===== src/rtl/fp_cmp_pkg.sv =====
// fp_cmp_pkg: shared encodings for the FloPoCo float comparator.
// Exception classes, op codes and width helpers.
package fp_cmp_pkg;

  typedef enum logic [1:0] {
    EXN_ZERO   = 2'b00,
    EXN_NORMAL = 2'b01,
    EXN_INF    = 2'b10,
    EXN_NAN    = 2'b11
  } exn_e;

  typedef enum logic [2:0] {
    OP_LT = 3'd0,
    OP_LE = 3'd1,
    OP_EQ = 3'd2,
    OP_NE = 3'd3,
    OP_GT = 3'd4,
    OP_GE = 3'd5
  } op_e;

  localparam int WE_DEF = 5;
  localparam int WF_DEF = 11;

  // Operand width: exn(2) + sign(1) + exp + frac.
  function automatic int op_width(input int we, input int wf);
    return we + wf + 3;
  endfunction

  // Magnitude key width: class(2) + exp + frac.
  function automatic int key_width(input int we, input int wf);
    return we + wf + 2;
  endfunction

endpackage


===== src/rtl/fp_key_unpack.sv =====
// fp_key_unpack: splits a FloPoCo operand into sign, NaN flag
// and an unsigned magnitude key ordered zero < normal < inf.
module fp_key_unpack #(
  parameter int WE = 5,
  parameter int WF = 11
) (
  input  logic [WE+WF+2:0] x,
  output logic             sign,
  output logic             nan,
  output logic             zero,
  output logic [WE+WF+1:0] key
);
  import fp_cmp_pkg::*;

  localparam int W  = op_width(WE, WF);
  localparam int KW = key_width(WE, WF);

  logic [1:0]    exn;
  logic [WE-1:0] exp_f;
  logic [WF-1:0] frac_f;

  assign exn    = x[W-1:W-2];
  assign sign   = x[W-3];
  assign exp_f  = x[WE+WF-1:WF];
  assign frac_f = x[WF-1:0];

  // Class decode; exp/frac only matter for normal numbers.
  always_comb begin
    nan  = 1'b0;
    zero = 1'b0;
    key  = '0;
    unique case (1'b1)
      (exn == EXN_ZERO):   zero = 1'b1;
      (exn == EXN_NORMAL): key = {2'b01, exp_f, frac_f};
      (exn == EXN_INF):    key = {2'b10, {(KW-2){1'b0}}};
      (exn == EXN_NAN):    nan = 1'b1;
      default:             key = '0;
    endcase
  end

endmodule


===== src/rtl/fp_compare_pipe.sv =====
// fp_compare_pipe: two-stage FloPoCo float comparator with
// run-time op select, unordered flag and valid/ready flow control.
module fp_compare_pipe #(
  parameter int WE    = 5,
  parameter int WF    = 11,
  parameter int TAG_W = 4
) (
  input  logic             clk,
  input  logic             rst,
  input  logic             in_valid,
  output logic             in_ready,
  input  logic [WE+WF+2:0] in_a,
  input  logic [WE+WF+2:0] in_b,
  input  logic [2:0]       in_op,
  input  logic [TAG_W-1:0] in_tag,
  output logic             out_valid,
  input  logic             out_ready,
  output logic             out_res,
  output logic             out_lt,
  output logic             out_eq,
  output logic             out_gt,
  output logic             out_unord,
  output logic [TAG_W-1:0] out_tag
);
  import fp_cmp_pkg::*;

  localparam int KW = key_width(WE, WF);

  logic          stall;
  logic          sa, sb, na, nb, za, zb;
  logic [KW-1:0] ka, kb;

  logic             s1_valid;
  logic             s1_nan;
  logic             s1_zz;
  logic             s1_sa;
  logic             s1_sb;
  logic             s1_mlt;
  logic             s1_meq;
  logic [2:0]       s1_op;
  logic [TAG_W-1:0] s1_tag;

  logic n_lt, n_eq, n_gt, n_un, n_res, mgt;

  assign stall    = out_valid & ~out_ready;
  assign in_ready = ~stall;

  fp_key_unpack #(.WE(WE), .WF(WF)) u_unpack_a (
    .x    (in_a),
    .sign (sa),
    .nan  (na),
    .zero (za),
    .key  (ka)
  );

  fp_key_unpack #(.WE(WE), .WF(WF)) u_unpack_b (
    .x    (in_b),
    .sign (sb),
    .nan  (nb),
    .zero (zb),
    .key  (kb)
  );

  // Stage 1: latch NaN/zero flags, signs and magnitude compare.
  always_ff @(posedge clk or posedge rst) begin
    if (rst) begin
      s1_valid <= 1'b0;
      s1_nan   <= 1'b0;
      s1_zz    <= 1'b0;
      s1_sa    <= 1'b0;
      s1_sb    <= 1'b0;
      s1_mlt   <= 1'b0;
      s1_meq   <= 1'b0;
      s1_op    <= '0;
      s1_tag   <= '0;
    end else if (!stall) begin
      s1_valid <= in_valid;
      if (in_valid) begin
        s1_nan <= na | nb;
        s1_zz  <= za & zb;
        s1_sa  <= sa;
        s1_sb  <= sb;
        s1_mlt <= ka < kb;
        s1_meq <= ka == kb;
        s1_op  <= in_op;
        s1_tag <= in_tag;
      end
    end
  end

  // Sign resolution and op selection for stage 2.
  always_comb begin
    n_lt  = 1'b0;
    n_eq  = 1'b0;
    n_gt  = 1'b0;
    n_un  = 1'b0;
    n_res = 1'b0;
    mgt   = ~s1_mlt & ~s1_meq;
    unique case (1'b1)
      s1_nan: n_un = 1'b1;
      (!s1_nan && s1_zz): n_eq = 1'b1;
      (!s1_nan && !s1_zz && s1_sa != s1_sb): begin
        n_lt = s1_sa;
        n_gt = s1_sb;
      end
      (!s1_nan && !s1_zz && s1_sa == s1_sb && !s1_sa): begin
        n_lt = s1_mlt;
        n_eq = s1_meq;
        n_gt = mgt;
      end
      (!s1_nan && !s1_zz && s1_sa == s1_sb && s1_sa): begin
        n_lt = mgt;
        n_eq = s1_meq;
        n_gt = s1_mlt;
      end
      default: n_un = 1'b0;
    endcase
    case (s1_op)
      OP_LT:   n_res = n_lt;
      OP_LE:   n_res = n_lt | n_eq;
      OP_EQ:   n_res = n_eq;
      OP_NE:   n_res = ~n_eq;
      OP_GT:   n_res = n_gt;
      OP_GE:   n_res = n_gt | n_eq;
      default: n_res = 1'b0;
    endcase
  end

  // Stage 2: registered outputs, held while stalled.
  always_ff @(posedge clk or posedge rst) begin
    if (rst) begin
      out_valid <= 1'b0;
      out_res   <= 1'b0;
      out_lt    <= 1'b0;
      out_eq    <= 1'b0;
      out_gt    <= 1'b0;
      out_unord <= 1'b0;
      out_tag   <= '0;
    end else if (!stall) begin
      out_valid <= s1_valid;
      if (s1_valid) begin
        out_res   <= n_res;
        out_lt    <= n_lt;
        out_eq    <= n_eq;
        out_gt    <= n_gt;
        out_unord <= n_un;
        out_tag   <= s1_tag;
      end
    end
  end

endmodule


===== config.mk =====
export PLATFORM = sky130hd
export DESIGN_NAME = fp_compare_pipe
export DESIGN_NICKNAME = d
export VERILOG_FILES = /design/src/rtl/fp_cmp_pkg.sv /design/src/rtl/fp_key_unpack.sv /design/src/rtl/fp_compare_pipe.sv
export SDC_FILE = /design/constraint.sdc
export NUM_CORES = 1
export LEC_CHECK = 0
export ABC_AREA = 1
export CORE_ASPECT_RATIO = 1.5
export CORE_MARGIN = 2
export CORE_UTILIZATION = 50
export DETAILED_ROUTE_END_ITERATION = 10
export PLACE_DENSITY = 0.88
export SLEW_MARGIN = 25
export SYNTH_ARGS = -nofsm -noshare
export SYNTH_HDL_FRONTEND = slang
export SYNTH_SLANG_ARGS = --single-unit

===== constraint.sdc =====
create_clock -name clk -period 2.7 [get_ports clk]
set_input_delay 0.27 -clock clk [delete_from_list [all_inputs] [get_ports clk]]
set_output_delay 0.27 -clock clk [all_outputs]
set_load 0.01 [all_outputs]

==> results of run 1 <==
cells by family (layout without fill, tap and decap cells):
kind of cell | Yosys count | after routing | share of synthesized area [%]
AND/OR/NAND/NOR | 121 | 121 | 27.7
buffers and inverters | 55 | 115 | 12.2
adder cells (fa/ha/maj) | 28 | 28 | 19.1
AO/OA/AOI/OAI | 28 | 28 | 8.25
flip-flops | 24 | 24 | 32.7
layout make-up:
| cell class | instances | share of cell area, % |
|---|---|---|
| clock buffer | 3 | 1.64 |
| tap | 43 | 2.14 |
| sequential | 24 | 23.8 |
| timing repair buffer | 62 | 24.8 |
| multi-input combinational | 177 | 40.1 |
| inverter | 50 | 7.45 |
path summary, 6_finish.rpt:
check                          start         to  slack, ns  cells after the start
max in group asynchronous        rst  s1_tag[2]       1.68                      2
setup reg to reg           out_valid     s1_meq       1.29                      7
min in group clk              out_lt     out_lt       0.49                      2
setup / recovery            in_b[18]     s1_mlt       0.29                     13
hold reg to reg               out_lt     out_lt       0.49                      2
hold / removal                   rst  out_unord       0.49                      2
power groups by stage:
stage | Combinational [W] | Sequential, W | Clock (W)
floorplan | 0.000225 | 0.000504 | 0
global placement | 0.000449 | 0.000482 | 0
detailed placement | 0.000466 | 0.000488 | 0
CTS | 0.000470 | 0.000481 | 0.000205
global route | 0.000524 | 0.000488 | 0.000221
finish | 0.000466 | 0.000480 | 0.000204
per-stage QoR:
| stage | utilization [%] | cells | area (µm²) | hold slack [ns] |
|---|---|---|---|---|
| floorplan | - | 256 | 1830 | 0.285 |
| global placement | 69.2 | 356 | 2480 | 0.459 |
| detailed placement | 69.2 | 356 | 2480 | 0.472 |
| CTS | 70.3 | 359 | 2520 | 0.491 |
| global route | 70.3 | 359 | 2520 | 0.515 |
| finish | 70.3 | 359 | 2520 | 0.485 |
synth_stat cells:
cell type	instances	share of area, %
o21ai_0	4	1.1
nand2_2	1	0.34
dfrtp_1	24	33
nor2_1	23	4.7
clkinv_1	1	0.20
o22ai_2	1	0.68
nand2_1	77	16
ha_1	28	19
o21ai_1	15	4.1
clkbuf_1	1	0.20
a31oi_1	1	0.34
inv_2	6	1.2
buf_6	2	1.2
nor3b_2	1	0.68
nand3_1	13	3.5
nand4_1	3	1.0
nor2_4	2	1.2
a21oi_1	6	1.6
inv_1	43	8.8
buf_2	2	0.55
o21bai_1	1	0.41
nand3b_1	1	0.41
layer usage:
metal	vias up	track usage, %	part of all wire (%)
met5	-	0	0
met4	0	7.18	1.7
met3	7	1.52	3.8
met2	58	42.6	59
met1	796	20.1	35
li1	908	-	-
==> impl_metrics.yaml, run 1 <==
clocking:
  cts_resized: 0
  cts_buffer_depth: 2
  cts_setup_buffers: 0
  ctsHoldBuffers: 0
  htreeDepth: 1
  cts_buffers: 3
  root_buffer: "clkbuf_8"
  cts_sinks: 24
  clk_latency_ns: 0.26
  path_clk_slew_ns: 0.08
  cts_tree: "built"
worst_setup_path:
  crit_top_cell: "nand2_1"
  critPathSlowestCell: "clkdlybuf4s50_1"
  cp_num_buf_inv: 3
  crit_required_ns: 2.86
  cp_cell_sequence: "clkdlybuf4s50_1, inv_1, ha_1, nand2_1, inv_1, nand2_1, ha_1, nand2_1, nor2_1, nor3b_2, nand3_1, nand4_1, nand2_1"
  endpoint_kind: "flop"
  crit_family: "buffers and inverters"
  cp_max_fo: 14
  crit_type: "primary input to flop"
  setup.worst_path.start_class: "primary input"
  critPathMaxStageDelay_ns: 0.50
  arrival_ns: 2.57
pwr:
  power.density_nw_per_um2: 456
  seqPwrFrac_pct: 41.8
  peakVddDrop_mv: 0.344
  p_total_w: 0.00115
  pwr-share-clk_pct: 17.7
  p_leak_nw: 1.34
  switching_share_pct: 32.5
  power_frac_comb_pct: 40.5
  power_switching_w: 0.000373
  internal_power_w: 0.000776
outcome:
  status: "finished, final reports clean"
sta:
  slew_violations: 0
  hold_viol_final: 0
  slew_headroom_pct: 42.1
  fmax_ghz: 0.415
  finalCritPeriodShare_pct: 89.3
  finalCriticalPeriod_ns: 2.41
  fin_skew_ns: 0.00314
  fin_ws_ns: 0.288
  setup_viol: 0
  rsz0062_at_grt: "no"
  tightest_slew_ns: 0.867
  fin_setup_tns_ns: 0
cells_and_area:
  multi_input_area_um2: 1010
  reg_top3: "out_tag: 4 flops, s1_tag: 4 flops, s1_op: 3 flops"
  diodes: 0
  layout_common_cells: "nand2_1 (77), clkdlybuf4s50_1 (59), inv_1 (43), ha_1 (28), dfrtp_1 (24)"
  final_common_cell: "nand2_1"
  seqCellArea_um2: 601
  drive_gt1_share_pct: 5.38
  area_growth_pct: 37.3
  nets: 395
  fillers: 300
place:
  gp_congestion: 0.845
  preCtsSetupSlack_ns: 0.0226
  portBuffers: 59
  dp_hpwl_um: 3330
worst_hold_path:
  hold_path_class: "primary input to async pin"
logic_synthesis:
  synth_cells: 256
  syn_area_um2: 1830
  synthDistinctLibCells: 22
  synth_warnings: 0
  avgSynthCellArea_um2: 7.17
  ys_ff_latch: 24
  ys_seq_area_share_pct: 32.7
  syn_nets: 333
routing:
  firstDrtPassIters: 4
  postRouteAntennaNets: 0
  vias_per_cell: 4.93
  drt_iter0_markers: 33
  totalWireLength_um: 3950
  num_vias: 1769
  wire_per_inst_um: 11.0
  drc: 0
grt:
  grt_pass1_vias: 1822
  grt_pass1_wl_um: 6840
  grt_max_degree: 25
  overflow: 0
  groute.usage.overall_pct: 20.9
  antenna_found_initial: 0
die:
  core_um2: 3580
  die_h_um: 78.2
  io-pin-count: 60
  fp.dieArea_um2: 4180
  die_w_um: 53.5
  initial_utilization_pct: 51.2
  row_count: 27
flow_run:
  maxCapViolations: 0
Power figures use the tool's default switching activity.
==> inputs of run 2 (changes only) <==
- CELL_PAD_IN_SITES_DETAIL_PLACEMENT: unset -> 1
- CELL_PAD_IN_SITES_GLOBAL_PLACEMENT: unset -> 1
- CORE_UTILIZATION: 50 -> 35
- GPL_ROUTABILITY_DRIVEN: unset -> 0
==> impl_metrics.yaml, run 2 (synthesized netlist as in run 1, its figures left out) <==
die:
  fp.dieArea_um2: 5850
  die_h_um: 92.7
  core_um2: 5080
  initial_utilization_pct: 36.1
  io-pin-count: 60
  die_w_um: 63.1
  row_count: 32
cells_and_area:
  final_common_cell: "nand2_1"
  diodes: 0
  drive_gt1_share_pct: 5.38
  layout_common_cells: "nand2_1 (77), clkdlybuf4s50_1 (59), inv_1 (43), ha_1 (28), dfrtp_1 (24)"
  reg_top3: "out_tag: 4 flops, s1_tag: 4 flops, s1_op: 3 flops"
  area_growth_pct: 40.0
  nets: 394
sta:
  fmax_ghz: 0.435
  setup_viol: 0
  finalCritPeriodShare_pct: 85.1
  finalCriticalPeriod_ns: 2.30
  rsz0062_at_grt: "no"
  slew_violations: 0
  fin_setup_tns_ns: 0
  hold_viol_final: 0
  fin_skew_ns: 0.00330
  slew_headroom_pct: 38.9
  tightest_slew_ns: 0.915
clocking:
  cts_buffer_depth: 2
  root_buffer: "clkbuf_8"
  htreeDepth: 1
  cts_setup_buffers: 0
  ctsHoldBuffers: 0
  cts_buffers: 3
  clk_latency_ns: 0.27
  cts_tree: "built"
  cts_sinks: 24
  path_clk_slew_ns: 0.08
  cts_resized: 0
grt:
  overflow: 0
  grt_pass1_vias: 1961
  groute.usage.overall_pct: 17.6
  grt_max_degree: 25
  antenna_found_initial: 0
  grt_pass1_wl_um: 8160
place:
  dp_hpwl_um: 4060
  portBuffers: 59
worst_setup_path:
  critPathLaunch: "in_b[17]"
  crit_required_ns: 2.92
  endpoint_kind: "flop"
  crit_type: "primary input to flop"
  cp_max_fo: 15
  r2r-start: "out_valid"
  arrival_ns: 2.51
  setup.worst_path.start_class: "primary input"
routing:
  firstDrtPassIters: 4
  num_vias: 1828
  vias_per_cell: 4.76
  wire_per_inst_um: 12.7
  drc: 0
  postRouteAntennaNets: 0
  drt_iter0_markers: 42
  totalWireLength_um: 4870
pwr:
  p_leak_nw: 1.34
  power.density_nw_per_um2: 469
  p_total_w: 0.00121
  peakVddDrop_mv: 0.169
worst_hold_path:
  hold_path_class: "primary input to async pin"
outcome:
  status: "finished, final reports clean"
flow_run:
  maxCapViolations: 0
-- run 2: cell types whose count changed in the layout (fill, tap and decap cells not counted), sizes merged --
cell	previous run	this run
buf	3	2
clkbuf	3	4
-- run 2: path summary, 6_finish.rpt --
kind | endpoint | depth (start not counted) | slack, ns
hold reg to reg | out_res | 2 | 0.50
setup reg to reg | s1_meq | 7 | 1.29
setup / recovery | s1_mlt | 15 | 0.40
min in group clk | out_res | 2 | 0.50
hold / removal | s1_tag[1] | 2 | 0.50
max in group asynchronous | s1_nan | 2 | 1.64
-- run 2: power breakdown --
part	total, W	internal, W	switching [W]
clock network	0.000245	0.000130	0.000115
registers	0.000483	0.000437	0.0000459
logic	0.000478	0.000242	0.000236
total	0.00121	0.000809	0.000397
-- run 2: stage by stage --
step                      hold slack [ns]  worst slack (ns)  std cells  utilization, %  area [µm²]
after floorplan                     0.285             0.639        256               -        1830
after global placement              0.463             0.179        380            49.4        2510
after detailed placement            0.480            0.0903        380            49.4        2510
after CTS                           0.499             0.384        384            50.5        2570
after global routing                0.527             0.206        384            50.5        2570
final                               0.497             0.402        384            50.5        2570
-- run 2: cell type report --
class | instances | area, µm²
clock buffer | 4 | 55.1
multi-input combinational | 177 | 1010
fill | 658 | 2520
inverter | 50 | 188
sequential | 24 | 601
timing repair buffer | 61 | 631
tap | 68 | 85.1
-- run 2: worst max-delay path, stage by stage --
cell and delay, ns:
clkdlybuf4s50_1 0.54, inv_1 0.08, ha_1 0.28, nand2_1 0.06, inv_1 0.09, buf_12 0.14
nand2_1 0.06, ha_1 0.31, nand2_1 0.09, inv_1 0.04, o21ai_1 0.15, nand2_1 0.07
a21oi_1 0.16, nand4_1 0.10, nand2_1 0.07
-- run 2: metal layers --
layer	wire [µm]	track usage [%]	share of wire, %
met5	0	0	0
met4	80	6.11	1.6
met3	145	1.94	3.0
met2	2880	37.2	59
met1	1770	16.6	36
==> inputs of run 3 (changes only) <==
- CORE_MARGIN: 2 -> 8
==> impl_metrics.yaml, run 3 (synthesized netlist as in run 1, its figures left out) <==
die:
  initial_utilization_pct: 36.1
  row_count: 32
  io-pin-count: 60
  die_w_um: 75.1
  fp.dieArea_um2: 7860
  die_h_um: 105
  core_um2: 5080
worst_setup_path:
  rr_worst_depth: 7
  r2r-start: "out_valid"
  r2r_slack_ns: 1.32
  crit_required_ns: 2.86
  arrival_ns: 2.45
  cp_max_fo: 15
  crit_type: "primary input to flop"
  setup.worst_path.start_class: "primary input"
  endpoint_kind: "flop"
  r2r-end: "s1_meq"
clocking:
  cts_resized: 0
  root_buffer: "clkbuf_8"
  cts_setup_buffers: 0
  cts_buffers: 3
  cts_buffer_depth: 2
  cts_sinks: 24
  clk_latency_ns: 0.27
  ctsHoldBuffers: 0
  htreeDepth: 1
  cts_tree: "built"
  path_clk_slew_ns: 0.08
place:
  preCtsSetupSlack_ns: 0.0880
  dp_hpwl_um: 4130
  portBuffers: 59
  dpl.cell_count: 381
grt:
  overflow: 0
  antenna_found_initial: 0
  grt_pass1_wl_um: 8570
  grt_max_degree: 25
  grt_pass1_vias: 1998
  groute.usage.overall_pct: 13.4
sta:
  fmax_ghz: 0.437
  finalCriticalPeriod_ns: 2.29
  hold_viol_final: 0
  tightest_slew_ns: 0.841
  rsz0062_at_grt: "no"
  slew_headroom_pct: 43.6
  finalCritPeriodShare_pct: 84.8
  fin_ws_ns: 0.411
  fin_skew_ns: 0.00192
  slew_violations: 0
  setup_viol: 0
  fin_setup_tns_ns: 0
routing:
  postRouteAntennaNets: 0
  num_vias: 1790
  firstDrtPassIters: 4
  drt_iter0_markers: 31
  wire_per_inst_um: 12.7
  totalWireLength_um: 4910
  vias_per_cell: 4.65
  drc: 0
cells_and_area:
  multi_input_area_um2: 1010
  fin_util_pct: 50.7
  seqCellArea_um2: 601
  layout_common_cells: "nand2_1 (77), clkdlybuf4s50_1 (59), inv_1 (42), ha_1 (28), dfrtp_1 (24)"
  drive_gt1_share_pct: 5.68
  nets: 395
  fillers: 635
  reg_top3: "out_tag: 4 flops, s1_tag: 4 flops, s1_op: 3 flops"
  area_growth_pct: 40.5
  final_common_cell: "nand2_1"
  final_cells: 385
  diodes: 0
pwr:
  peakVddDrop_mv: 0.212
  p_total_w: 0.00120
  power.density_nw_per_um2: 466
  p_leak_nw: 1.34
worst_hold_path:
  hold_path_class: "primary input to async pin"
outcome:
  status: "finished, final reports clean"
flow_run:
  maxCapViolations: 0
## run 3: worst max path at each step
stage	startpoint	to	slack, ns
2_1_floorplan	in_a[17]	s1_mlt	0.64
3_3_place_gp	in_b[18]	s1_mlt	0.19
3_5_place_dp	in_b[18]	s1_mlt	0.09
4_1_cts	in_b[18]	s1_mlt	0.36
5_1_grt	in_b[18]	s1_mlt	0.22
6_report	in_b[18]	s1_mlt	0.41
## run 3: final cells by class
cell class	instances	share of cell area [%]
Clock buffer	4	2.14
Sequential cell	24	23.3
Multi-Input combinational cell	177	39.2
Inverter	50	7.29
Timing Repair Buffer	62	24.8
Tap cell	68	3.30
## run 3: power breakdown
| group | total (W) | switching (W) | internal, W |
|---|---|---|---|
| combinational | 0.000478 | 0.000236 | 0.000243 |
| sequential | 0.000480 | 0.0000434 | 0.000437 |
| clock | 0.000242 | 0.000112 | 0.000130 |
## run 3: per-layer routing
| metal | global-route usage (%) | up-vias | wire [µm] |
|---|---|---|---|
| met5 | 0 | - | 0 |
| met4 | 3.80 | 0 | 57 |
| met3 | 2.01 | 5 | 241 |
| met2 | 25.9 | 46 | 2760 |
| met1 | 13.5 | 823 | 1850 |
| li1 | - | 916 | - |
## run 3: worst max-delay path, stage by stage
cell	delay (ns)
clkdlybuf4s50_1	0.52
inv_1	0.09
ha_1	0.28
nand2_1	0.07
inv_1	0.09
buf_12	0.14
nand2_1	0.07
ha_1	0.30
nand2_1	0.07
nor2_1	0.11
nor3b_2	0.20
nand3_1	0.09
nand4_1	0.10
nand2_1	0.05
## run 3: stage by stage
stage                     hold slack [ns]  instance area [µm²]
after floorplan                     0.285                 1830
after global placement              0.462                 2520
after detailed placement            0.466                 2520
after CTS                           0.488                 2580
after global routing                0.447                 2580
final                               0.371                 2580
